**config.mk**
```make
export PLATFORM = sky130hd
export DESIGN_NAME = ps2_key_sequencer_flat
export DESIGN_NICKNAME = d
export VERILOG_FILES = /design/src/rtl/ps2_key_sequencer_if.sv /design/src/rtl/ps2_key_sequencer.sv /design/src/flat_wrapper.sv
export SDC_FILE = /design/constraint.sdc
export NUM_CORES = 1
export LEC_CHECK = 0
export ABC_AREA = 1
export ABC_CLOCK_PERIOD_IN_PS = 2800
export CORE_MARGIN = 3
export CORE_UTILIZATION = 46
export CTS_BUF_LIST = sky130_fd_sc_hd__clkbuf_4 sky130_fd_sc_hd__clkbuf_8
export DETAILED_ROUTE_END_ITERATION = 10
export PLACE_DENSITY_LB_ADDON = 0.12
export RECOVER_POWER = 100
export SLEW_MARGIN = 20
export SYNTH_ARGS = -nofsm -noshare
export SYNTH_HDL_FRONTEND = slang
export SYNTH_SLANG_ARGS = --single-unit
```
**constraint.sdc**
```tcl
create_clock -name clk -period 2.8 [get_ports clk]
set_clock_uncertainty 0.15 [all_clocks]
set_input_delay 0.42 -clock clk [delete_from_list [all_inputs] [get_ports clk]]
set_output_delay 0.42 -clock clk [all_outputs]
set_load 0.005 [all_outputs]
```
**src/rtl/ps2_key_sequencer_if.sv**
```systemverilog
// Keyboard-side bus for ps2_key_sequencer: receiver FIFO handshake plus
// decoded key-event outputs. master = sequencer, slave = receiver/consumer side.
interface ps2_key_sequencer_if;
  logic [7:0] kbd_data;
  logic       kbd_ready;
  logic       kbd_nextdata_n;
  logic       key_valid;
  logic [7:0] key_code;
  logic       key_ext;
  logic       key_break;
  logic       key_held;
  logic [7:0] held_code;
  logic       held_ext;
  logic       digit_valid;
  logic [3:0] digit;
  logic       enter_valid;
  logic [7:0] key_count;

  modport master (
    input  kbd_data, kbd_ready,
    output kbd_nextdata_n, key_valid, key_code, key_ext, key_break,
           key_held, held_code, held_ext, digit_valid, digit,
           enter_valid, key_count
  );

  modport slave (
    output kbd_data, kbd_ready,
    input  kbd_nextdata_n, key_valid, key_code, key_ext, key_break,
           key_held, held_code, held_ext, digit_valid, digit,
           enter_valid, key_count
  );
endinterface

```
**src/rtl/ps2_key_sequencer.sv**
```systemverilog
// Drains PS/2 scan-code bytes, merges E0/F0 prefixes into key events, filters
// typematic repeats, tracks the held key and decodes digit/Enter presses.
module ps2_key_sequencer #(
  parameter int unsigned TIMEOUT_CYC   = 2500000,
  parameter bit          REPEAT_FILTER = 1'b1
) (
  input  logic                  clk,
  input  logic                  clrn,
  ps2_key_sequencer_if.master   kbd
);

  typedef enum logic [1:0] {
    S_IDLE,
    S_POP,
    S_GAP
  } state_t;

  localparam int unsigned    CW      = (TIMEOUT_CYC > 1) ? $clog2(TIMEOUT_CYC) : 1;
  localparam logic [CW-1:0]  TO_LAST = CW'(TIMEOUT_CYC - 1);

  state_t          r_state;
  logic            r_nextdata_n;
  logic            r_ext_pend;
  logic            r_brk_pend;
  logic [CW-1:0]   r_to_cnt;
  logic            r_key_valid;
  logic [7:0]      r_key_code;
  logic            r_key_ext;
  logic            r_key_break;
  logic            r_key_held;
  logic [7:0]      r_held_code;
  logic            r_held_ext;
  logic            r_digit_valid;
  logic [3:0]      r_digit;
  logic            r_enter_valid;
  logic [7:0]      r_key_count;

  logic            w_accept;
  logic            w_is_e0;
  logic            w_is_f0;
  logic            w_discard;
  logic            w_event;
  logic            w_same_held;
  logic            w_make_emit;
  logic            w_break_emit;
  logic            w_digit_hit;
  logic [3:0]      w_digit_val;
  logic            w_is_enter;

  // The head byte is decoded at the edge that latches it, so the registered
  // event outputs are visible during the POP cycle alongside the pop strobe.
  always_comb begin
    w_accept  = (r_state == S_IDLE) && kbd.kbd_ready;
    w_is_e0   = (kbd.kbd_data == 8'hE0);
    w_is_f0   = (kbd.kbd_data == 8'hF0);
    w_discard = 1'b0;
    case (kbd.kbd_data)
      8'h00, 8'hAA, 8'hE1, 8'hFA, 8'hFE, 8'hFF: w_discard = 1'b1;
      default:                                  w_discard = 1'b0;
    endcase
    w_event      = w_accept && !w_is_e0 && !w_is_f0 && !w_discard;
    w_same_held  = r_key_held && (kbd.kbd_data == r_held_code) && (r_ext_pend == r_held_ext);
    w_make_emit  = w_event && !r_brk_pend && !(REPEAT_FILTER && w_same_held);
    w_break_emit = w_event && r_brk_pend;
    w_is_enter   = (kbd.kbd_data == 8'h5A);
  end

  always_comb begin
    w_digit_hit = 1'b1;
    w_digit_val = 4'd0;
    case (kbd.kbd_data)
      8'h45:   w_digit_val = 4'd0;
      8'h16:   w_digit_val = 4'd1;
      8'h1E:   w_digit_val = 4'd2;
      8'h26:   w_digit_val = 4'd3;
      8'h25:   w_digit_val = 4'd4;
      8'h2E:   w_digit_val = 4'd5;
      8'h36:   w_digit_val = 4'd6;
      8'h3D:   w_digit_val = 4'd7;
      8'h3E:   w_digit_val = 4'd8;
      8'h46:   w_digit_val = 4'd9;
      default: w_digit_hit = 1'b0;
    endcase
  end

  always_ff @(posedge clk or negedge clrn) begin
    if (!clrn) begin
      r_state       <= S_IDLE;
      r_nextdata_n  <= 1'b1;
      r_ext_pend    <= 1'b0;
      r_brk_pend    <= 1'b0;
      r_to_cnt      <= '0;
      r_key_valid   <= 1'b0;
      r_key_code    <= '0;
      r_key_ext     <= 1'b0;
      r_key_break   <= 1'b0;
      r_key_held    <= 1'b0;
      r_held_code   <= '0;
      r_held_ext    <= 1'b0;
      r_digit_valid <= 1'b0;
      r_digit       <= '0;
      r_enter_valid <= 1'b0;
      r_key_count   <= '0;
    end else begin
      r_key_valid   <= 1'b0;
      r_digit_valid <= 1'b0;
      r_enter_valid <= 1'b0;

      case (r_state)
        S_IDLE: begin
          if (kbd.kbd_ready) begin
            r_state      <= S_POP;
            r_nextdata_n <= 1'b0;
          end
        end
        S_POP: begin
          r_state      <= S_GAP;
          r_nextdata_n <= 1'b1;
        end
        S_GAP: begin
          r_state <= S_IDLE;
        end
        default: begin
          r_state      <= S_IDLE;
          r_nextdata_n <= 1'b1;
        end
      endcase

      // A popped byte takes priority over a prefix timeout on the same edge.
      if (w_accept) begin
        r_to_cnt <= '0;
        if (w_is_e0) begin
          r_ext_pend <= 1'b1;
        end else if (w_is_f0) begin
          r_brk_pend <= 1'b1;
        end else begin
          r_ext_pend <= 1'b0;
          r_brk_pend <= 1'b0;
        end
      end else if (r_ext_pend || r_brk_pend) begin
        if (r_to_cnt == TO_LAST) begin
          r_ext_pend <= 1'b0;
          r_brk_pend <= 1'b0;
          r_to_cnt   <= '0;
        end else begin
          r_to_cnt <= r_to_cnt + 1'b1;
        end
      end else begin
        r_to_cnt <= '0;
      end

      if (w_make_emit) begin
        r_key_valid <= 1'b1;
        r_key_code  <= kbd.kbd_data;
        r_key_ext   <= r_ext_pend;
        r_key_break <= 1'b0;
        r_key_held  <= 1'b1;
        r_held_code <= kbd.kbd_data;
        r_held_ext  <= r_ext_pend;
        r_key_count <= r_key_count + 8'd1;
        if (!r_ext_pend && w_digit_hit) begin
          r_digit_valid <= 1'b1;
          r_digit       <= w_digit_val;
        end
        if (!r_ext_pend && w_is_enter) begin
          r_enter_valid <= 1'b1;
        end
      end

      if (w_break_emit) begin
        r_key_valid <= 1'b1;
        r_key_code  <= kbd.kbd_data;
        r_key_ext   <= r_ext_pend;
        r_key_break <= 1'b1;
        if (w_same_held) begin
          r_key_held <= 1'b0;
        end
      end
    end
  end

  assign kbd.kbd_nextdata_n = r_nextdata_n;
  assign kbd.key_valid      = r_key_valid;
  assign kbd.key_code       = r_key_code;
  assign kbd.key_ext        = r_key_ext;
  assign kbd.key_break      = r_key_break;
  assign kbd.key_held       = r_key_held;
  assign kbd.held_code      = r_held_code;
  assign kbd.held_ext       = r_held_ext;
  assign kbd.digit_valid    = r_digit_valid;
  assign kbd.digit          = r_digit;
  assign kbd.enter_valid    = r_enter_valid;
  assign kbd.key_count      = r_key_count;

endmodule
```
**src/flat_wrapper.sv**
```systemverilog
// flat-port wrapper written by rule: the top's interface ports become plain ports
module ps2_key_sequencer_flat 
#(
  parameter int unsigned TIMEOUT_CYC   = 2500000,
  parameter bit          REPEAT_FILTER = 1'b1
)
  (clk, clrn, kbd_kbd_data, kbd_kbd_ready, kbd_kbd_nextdata_n, kbd_key_valid, kbd_key_code, kbd_key_ext, kbd_key_break, kbd_key_held, kbd_held_code, kbd_held_ext, kbd_digit_valid, kbd_digit, kbd_enter_valid, kbd_key_count);
  ps2_key_sequencer_if kbd_i ();
  input  logic clk;
  input  logic clrn;
  input wire logic [$bits(kbd_i.kbd_data)-1:0] kbd_kbd_data;
  input wire logic [$bits(kbd_i.kbd_ready)-1:0] kbd_kbd_ready;
  output wire logic [$bits(kbd_i.kbd_nextdata_n)-1:0] kbd_kbd_nextdata_n;
  output wire logic [$bits(kbd_i.key_valid)-1:0] kbd_key_valid;
  output wire logic [$bits(kbd_i.key_code)-1:0] kbd_key_code;
  output wire logic [$bits(kbd_i.key_ext)-1:0] kbd_key_ext;
  output wire logic [$bits(kbd_i.key_break)-1:0] kbd_key_break;
  output wire logic [$bits(kbd_i.key_held)-1:0] kbd_key_held;
  output wire logic [$bits(kbd_i.held_code)-1:0] kbd_held_code;
  output wire logic [$bits(kbd_i.held_ext)-1:0] kbd_held_ext;
  output wire logic [$bits(kbd_i.digit_valid)-1:0] kbd_digit_valid;
  output wire logic [$bits(kbd_i.digit)-1:0] kbd_digit;
  output wire logic [$bits(kbd_i.enter_valid)-1:0] kbd_enter_valid;
  output wire logic [$bits(kbd_i.key_count)-1:0] kbd_key_count;
  assign kbd_i.kbd_data = kbd_kbd_data;
  assign kbd_i.kbd_ready = kbd_kbd_ready;
  assign kbd_kbd_nextdata_n = kbd_i.kbd_nextdata_n;
  assign kbd_key_valid = kbd_i.key_valid;
  assign kbd_key_code = kbd_i.key_code;
  assign kbd_key_ext = kbd_i.key_ext;
  assign kbd_key_break = kbd_i.key_break;
  assign kbd_key_held = kbd_i.key_held;
  assign kbd_held_code = kbd_i.held_code;
  assign kbd_held_ext = kbd_i.held_ext;
  assign kbd_digit_valid = kbd_i.digit_valid;
  assign kbd_digit = kbd_i.digit;
  assign kbd_enter_valid = kbd_i.enter_valid;
  assign kbd_key_count = kbd_i.key_count;
  ps2_key_sequencer #(.TIMEOUT_CYC(TIMEOUT_CYC), .REPEAT_FILTER(REPEAT_FILTER)) u_core (.clk(clk), .clrn(clrn), .kbd(kbd_i));
endmodule
```
# Word-level counts from Yosys, hierarchy flattened
# Cells that the tools add are included.
dict set report classes {
  add_sub_neg 2
  n_mul 0
  n_div 0
  n_lt_le_gt_ge 0
  n_eq_ne 26
  n_shift 0
  n_mux 33
  bitwise 1
  reduce_logical 29
}
# op n
set ops {}
lappend ops {{22-bit 2-to-1 mux} 3}
lappend ops {{8-bit == test (second input constant)} 7}
lappend ops {{8-bit by 6-bit == test with 1-bit output (second input constant)} 6}
lappend ops {{4-bit one-hot mux with 9 select lines} 1}
lappend ops {{8-bit by 7-bit == test with 1-bit output (second input constant)} 3}
lappend ops {{1-bit 2-to-1 mux} 24}
lappend ops {{22-bit by 1-bit adder with 22-bit output (second input constant)} 1}
lappend ops {{22-bit == test (second input constant)} 1}
lappend ops {{8-bit by 5-bit == test with 1-bit output (second input constant)} 2}
lappend ops {{8-bit 2-to-1 mux} 2}
lappend ops {{1-bit logical AND} 11}
lappend ops {{10-bit OR reduction} 1}
lappend ops {{8-bit by 1-bit adder with 8-bit output (second input constant)} 1}
lappend ops {{8-bit == test} 1}
lappend ops {{8-bit logical NOT} 1}
lappend ops {{1-bit logical NOT} 6}
lappend ops {{3-bit AND reduction} 2}
lappend ops {{2-bit nonzero test} 3}
lappend ops {{6-bit OR reduction} 1}
lappend ops {{2-bit != test (second input constant)} 2}
lappend ops {{2-bit one-hot mux with 2 select lines} 1}
lappend ops {{2-bit AND reduction} 2}
lappend ops {{3-bit != test (second input constant)} 1}
lappend ops {{2-bit by 1-bit == test with 1-bit output (second input constant)} 1}
lappend ops {{7 further kinds} 7}
dict set report totals {
  regBits 62
  latch_bits 0
  ramBits 0
  mem_bits_ro 0
  in_bits 11
  output_inout_bits 36
  wordCells 107
  mem_count 0
}

# Depth between registers and ports, before layout
dict set report logic_depth {
  depth_word 10
  mapped_depth 13
  ltp_nobuf 12
}

# Worst setup path after synthesis
# Ideal clock, no wire load.
dict set report synth_timing {
  path_type {input to register}
  from {input kbd_kbd_data[2]}
  to {register u_core.r_key_count[4], in the netlist u_core.kbd.key_count[4]}
  setup_time_ps 117
  t_arrival_ps 1552
  required_time_ps 2533
  path_slack_ps 981
  path_stages 13
  path_buffers 2
  cell_sequence {buf_2 nor2_1 nand2_1 inv_2 nand2_1 nand2_2 nor2_4 nand3_4 nor2_8 inv_4 buf_6 nand2_1 nand2_1}
}
dict set report synth_via {
  elab_chain_cells 7
  elab_cells_between_ends 22
}
# element line_no
set synth_rtl {}
lappend synth_rtl {{from (decl)} flat_wrapper.sv:11} ;# input wire logic [$bits(kbd_i.kbd_data)-1:0] kbd_kbd_data;
lappend synth_rtl {{8-bit == test, or another cell as far along} ps2_key_sequencer.sv:57} ;# case (kbd.kbd_data)
lappend synth_rtl {{6-bit OR reduction / 1-bit logical NOT (equally long branches)} {ps2_key_sequencer.sv:57, ps2_key_sequencer.sv:61}}
lappend synth_rtl {{1-bit 2-to-1 mux / 1-bit logical AND (equally long branches)} {ps2_key_sequencer.sv:57, ps2_key_sequencer.sv:61}}
lappend synth_rtl {{1-bit logical NOT / 1-bit logical AND (equally long branches)} ps2_key_sequencer.sv:61} ;# w_event = w_accept && !w_is_e0 && !w_is_f0 && !w_discard;
lappend synth_rtl {{1-bit logical AND} ps2_key_sequencer.sv:61}
lappend synth_rtl {{1-bit logical AND} ps2_key_sequencer.sv:63} ;# w_make_emit = w_event && !r_brk_pend && !(REPEAT_FILTER && w_same_held);
lappend synth_rtl {{1-bit logical AND (*)} ps2_key_sequencer.sv:63}
lappend synth_rtl {{to (signal assigned)} ps2_key_sequencer.sv:160} ;# r_key_count <= r_key_count + 8'd1;
lappend synth_rtl {{to (decl)} ps2_key_sequencer.sv:36} ;# logic [7:0] r_key_count;
# Mark *: on every way between the ends. The rest lies on a longest branch, timed or not.
# A chain may end at the register's enable or synchronous reset.

# Final worst setup path
dict set report layout_timing {
  from {register u_core.r_state[0]}
  to {register u_core.r_key_ext, in the netlist u_core.kbd.key_ext}
}
dict set report layout_via {
  elab_chain_cells 8
  elab_cells_between_ends 10
}
# element line_no
set layout_rtl {}
lappend layout_rtl {{from (decl)} ps2_key_sequencer.sv:21} ;# state_t r_state;
lappend layout_rtl {{from (signal assigned)} ps2_key_sequencer.sv:88} ;# r_state <= S_IDLE;
lappend layout_rtl {{from (signal assigned)} ps2_key_sequencer.sv:112} ;# r_state <= S_POP;
lappend layout_rtl {{from (signal assigned)} ps2_key_sequencer.sv:117} ;# r_state <= S_GAP;
lappend layout_rtl {{2-bit logical NOT (*)} ps2_key_sequencer.sv:53} ;# w_accept = (r_state == S_IDLE) && kbd.kbd_ready;
lappend layout_rtl {{1-bit logical AND (*)} ps2_key_sequencer.sv:53}
lappend layout_rtl {{1-bit logical AND (*) (3 in series)} ps2_key_sequencer.sv:61}
lappend layout_rtl {{1-bit logical AND (2 in series)} ps2_key_sequencer.sv:63}
lappend layout_rtl {{2-bit nonzero test (no line)} n/a}
lappend layout_rtl {{to (signal assigned)} ps2_key_sequencer.sv:155} ;# r_key_ext <= r_ext_pend;
lappend layout_rtl {{to (signal assigned)} ps2_key_sequencer.sv:173} ;# r_key_ext <= r_ext_pend;
lappend layout_rtl {{to (decl)} ps2_key_sequencer.sv:28} ;# logic r_key_ext;
# Marked as above.

==> metrics.csv <==
metric,value,unit
violations,"capacitance limit, slew limit",
design_area,4105,µm²
wirelength,7926,µm
max_slew_margin,-0.09394,
crit_cells,9,
fin_tns_setup,0,ps
arrival,2420,ps
dr_total_vias,3008,
cts_sinks,62,
post_cts_buffers,0,
max_stage_delay,390,ps
path_cells,"or2_2, nor2_1, nand2_1, nor2_4, nand2_1, a21oi_1, inv_2, nand2_1, nand2_1",
r2r_start,u_core.r_state[0],
critPathBufInv,1,
portBuffers,46,
rows,30,
dr.pass1.iters,6,
crit_end,u_core.kbd.key_ext,
synth_largest_area_cell,dfrtp_1,
wl_per_cell,12.93,µm
cts.path.max_buffers,2,
min-delay-start,u_core.r_state[1],
finalCritPeriodShare,0.8380,
synth_cell_type_count,34,
n_antenna_cell,0,
critical_path_class,reg -> reg,
ys.flop_type,dfrtp_1,
hold_path.class,reg -> reg,
clk_latency,340,ps
cts.clk_slew.worst_paths,70,ps
p_sw,0.8216,mW
reg2reg_depth,9,
r2r_slack,450,ps
core,6944,µm²
syn_avg_cell_area,7.436,µm²
grt_pass1_vias,2941,
internal-power,1.746,mW
finalSetupViolCount,0,
required,2880,ps
cts_tree,built,
syn_to_final_growth,21.34,%
synthCells,455,
final_nets,525,
grt_start_max_net_pins,35,
synth_area_leaders,"dfrtp_1, nand2_1, nor2_1, inv_1, nor3_1",
synth_edf_count,0,
cp_max_fo,9,
drive_gt1_frac,0.06383,
drv_cap,1,
period_needed,2346,ps
cts_buffers,9,
yosys_warnings,0,
p_per_area,625.4,nW/µm²
critPathCaptureType,flip-flop,
synth.most_common_cell,nand2_1,
grt_pass1_wl,13610,µm
syn_area,3383,µm²
rsz0062_at_grt,no,
n_fill_cell,655,
postCtsHoldBufs,1,
chipHeight,91.76,µm
via_per_inst,4.907,
status,"complete, but fails checks",
ir_worst_vdd,321.5,µV
synthesis.nets,468,
ys_seq_area_frac,0.4589,
critPathTopFamily,simple AND/OR/NAND/NOR gates,
pin_count,47,
crit_path_start,u_core.r_state[0],
drt_iter0_drc,167,
p_leak,1.986,nW
placed_cell_area,3958,µm²
dieArea,8420,µm²
cp_slowest_cell,dfrtp_1,
fp.dieW,91.76,µm
synth_top_area_frac,0.4512,
initial_core_util,0.4872,
hpwl,5919,µm
r2r-end,u_core.kbd.key_ext,
fmax,0.4262,GHz
ctsHtreeMaxLevel,3,
pwr-share-seq,0.453,
antenna_found_initial,0,
overflow,0,
cts_resized,0,
synth_commonest_cells,"nand2_1, nor2_1, dfrtp_1, inv_1, nor3_1",
cts-root-buf,clkbuf_8,
hold_viol_final,0,
worst_pin_slew,1641,ps
slew_viol_final,29,
ant_nets,0,
gp_congestion,0.8795,
synthArstFlopShare,1.000,
grt_use_total,0.2022,
p_clk_frac,0.295,
start_kind,flip-flop,
cp_common_cell,nand2_1,
power_frac_comb,0.252,
post-route-drc-count,0,
sw_frac_of_total,0.3200,
ys_seq_elements,62,
-- state kept, by name, summed over array words and instances, names as in the netlist, 2 cells and up --
register,cells
u_core.kbd.key_count,8
u_core.r_state,2
u_core.kbd.held_code,8
u_core.kbd.digit,4
u_core.r_to_cnt,22
u_core.kbd.key_code,8
-- power by group through the flow --
stage	clock network, mW	logic [mW]	registers, mW
finish	0.757	0.647	1.16
global route	0.821	0.730	1.18
CTS	0.773	0.740	1.17
detailed placement	0	0.729	1.18
global placement	0	0.717	1.18
floorplan	0	0.373	1.16
-- cells in the final DEF (no fill, tap or decap) --
cell and n:
nand3b_1 1, xnor2_1 8, o21ai_1 1, buf_4 3, nand4_1 9, ha_1 2, a41oi_1 1, a31oi_1 1
inv_1 50, nor2_8 1, nand2_2 1, clkinvlp_4 1, nand2_1 154, clkbuf_8 12, nor4_1 1, clkbuf_1 3
nand3_1 19, a21oi_1 6, dlygate4sd3_1 37, nor2_4 3, or2_2 1, xor2_1 6, nor3_1 22, o21ai_0 17
dfstp_2 1, inv_4 1, o22ai_1 1, and2_1 2, dfrtp_1 61, nor2_1 71, clkbuf_4 1, inv_2 4
a21boi_0 1, clkdlybuf4s50_1 9, nand3_4 1, and3_1 1, clkinv_2 2, buf_12 1
-- kinds of logic (layout without fill, tap and decap cells) --
kind of cell,count (synthesis),count (layout),synth area share
AOI/OAI and AO/OA,28,28,0.05067
xor gates and xnor gates,14,14,0.03624
adders and majority gates,2,2,0.007395
buffers and inverters,62,124,0.07914
DFF,62,62,0.4589
and+or+nand+nor,287,287,0.3676
-- layout make-up --
class / instances / area [µm²] / area share
multi-input cells: 331 / 1519 / 0.3700
clock inverters: 3 / 17.52 / 0.004267
well taps: 96 / 120.1 / 0.02926
repair buffers: 53 / 514.2 / 0.1253
clock buffers: 13 / 172.7 / 0.04206
flip-flops and latches: 62 / 1553 / 0.3782
inverters: 55 / 209.0 / 0.05090
-- metal layers --
layer	vias to the layer above	share of wire	GRT usage
li1	1530	-	-
met1	1387	0.48	0.2783
met2	77	0.45	0.3104
met3	14	0.047	0.03938
met4	0	0.021	0.08787
met5	-	0	0
-- stage by stage --
step / total power, mW / util / hold slack (ps) / worst slack [ps] / cells
2_1_floorplan: 1.535 / - / -25.59 / 980.7 / 455
3_3_place_gp: 1.897 / 0.5699 / 265.7 / 223.6 / 596
3_5_place_dp: 1.907 / 0.5699 / 269.6 / 190.7 / 596
4_1_cts: 2.680 / 0.5987 / 278.6 / 537.7 / 613
5_1_grt: 2.734 / 0.5912 / 306.8 / 186.4 / 613
6_report: 2.567 / 0.5912 / 269.1 / 453.7 / 613
-- worst min-delay path by stage --
stage | depth (start not counted) | endpoint
global route | 1 | u_core.r_state[1]
finish | 1 | u_core.r_state[1]
floorplan | 0 | u_core.kbd.digit[0]
CTS | 1 | u_core.r_state[1]
detailed placement | 1 | u_core.r_state[1]
global placement | 1 | u_core.r_state[1]
Power figures use the tool's default switching activity.
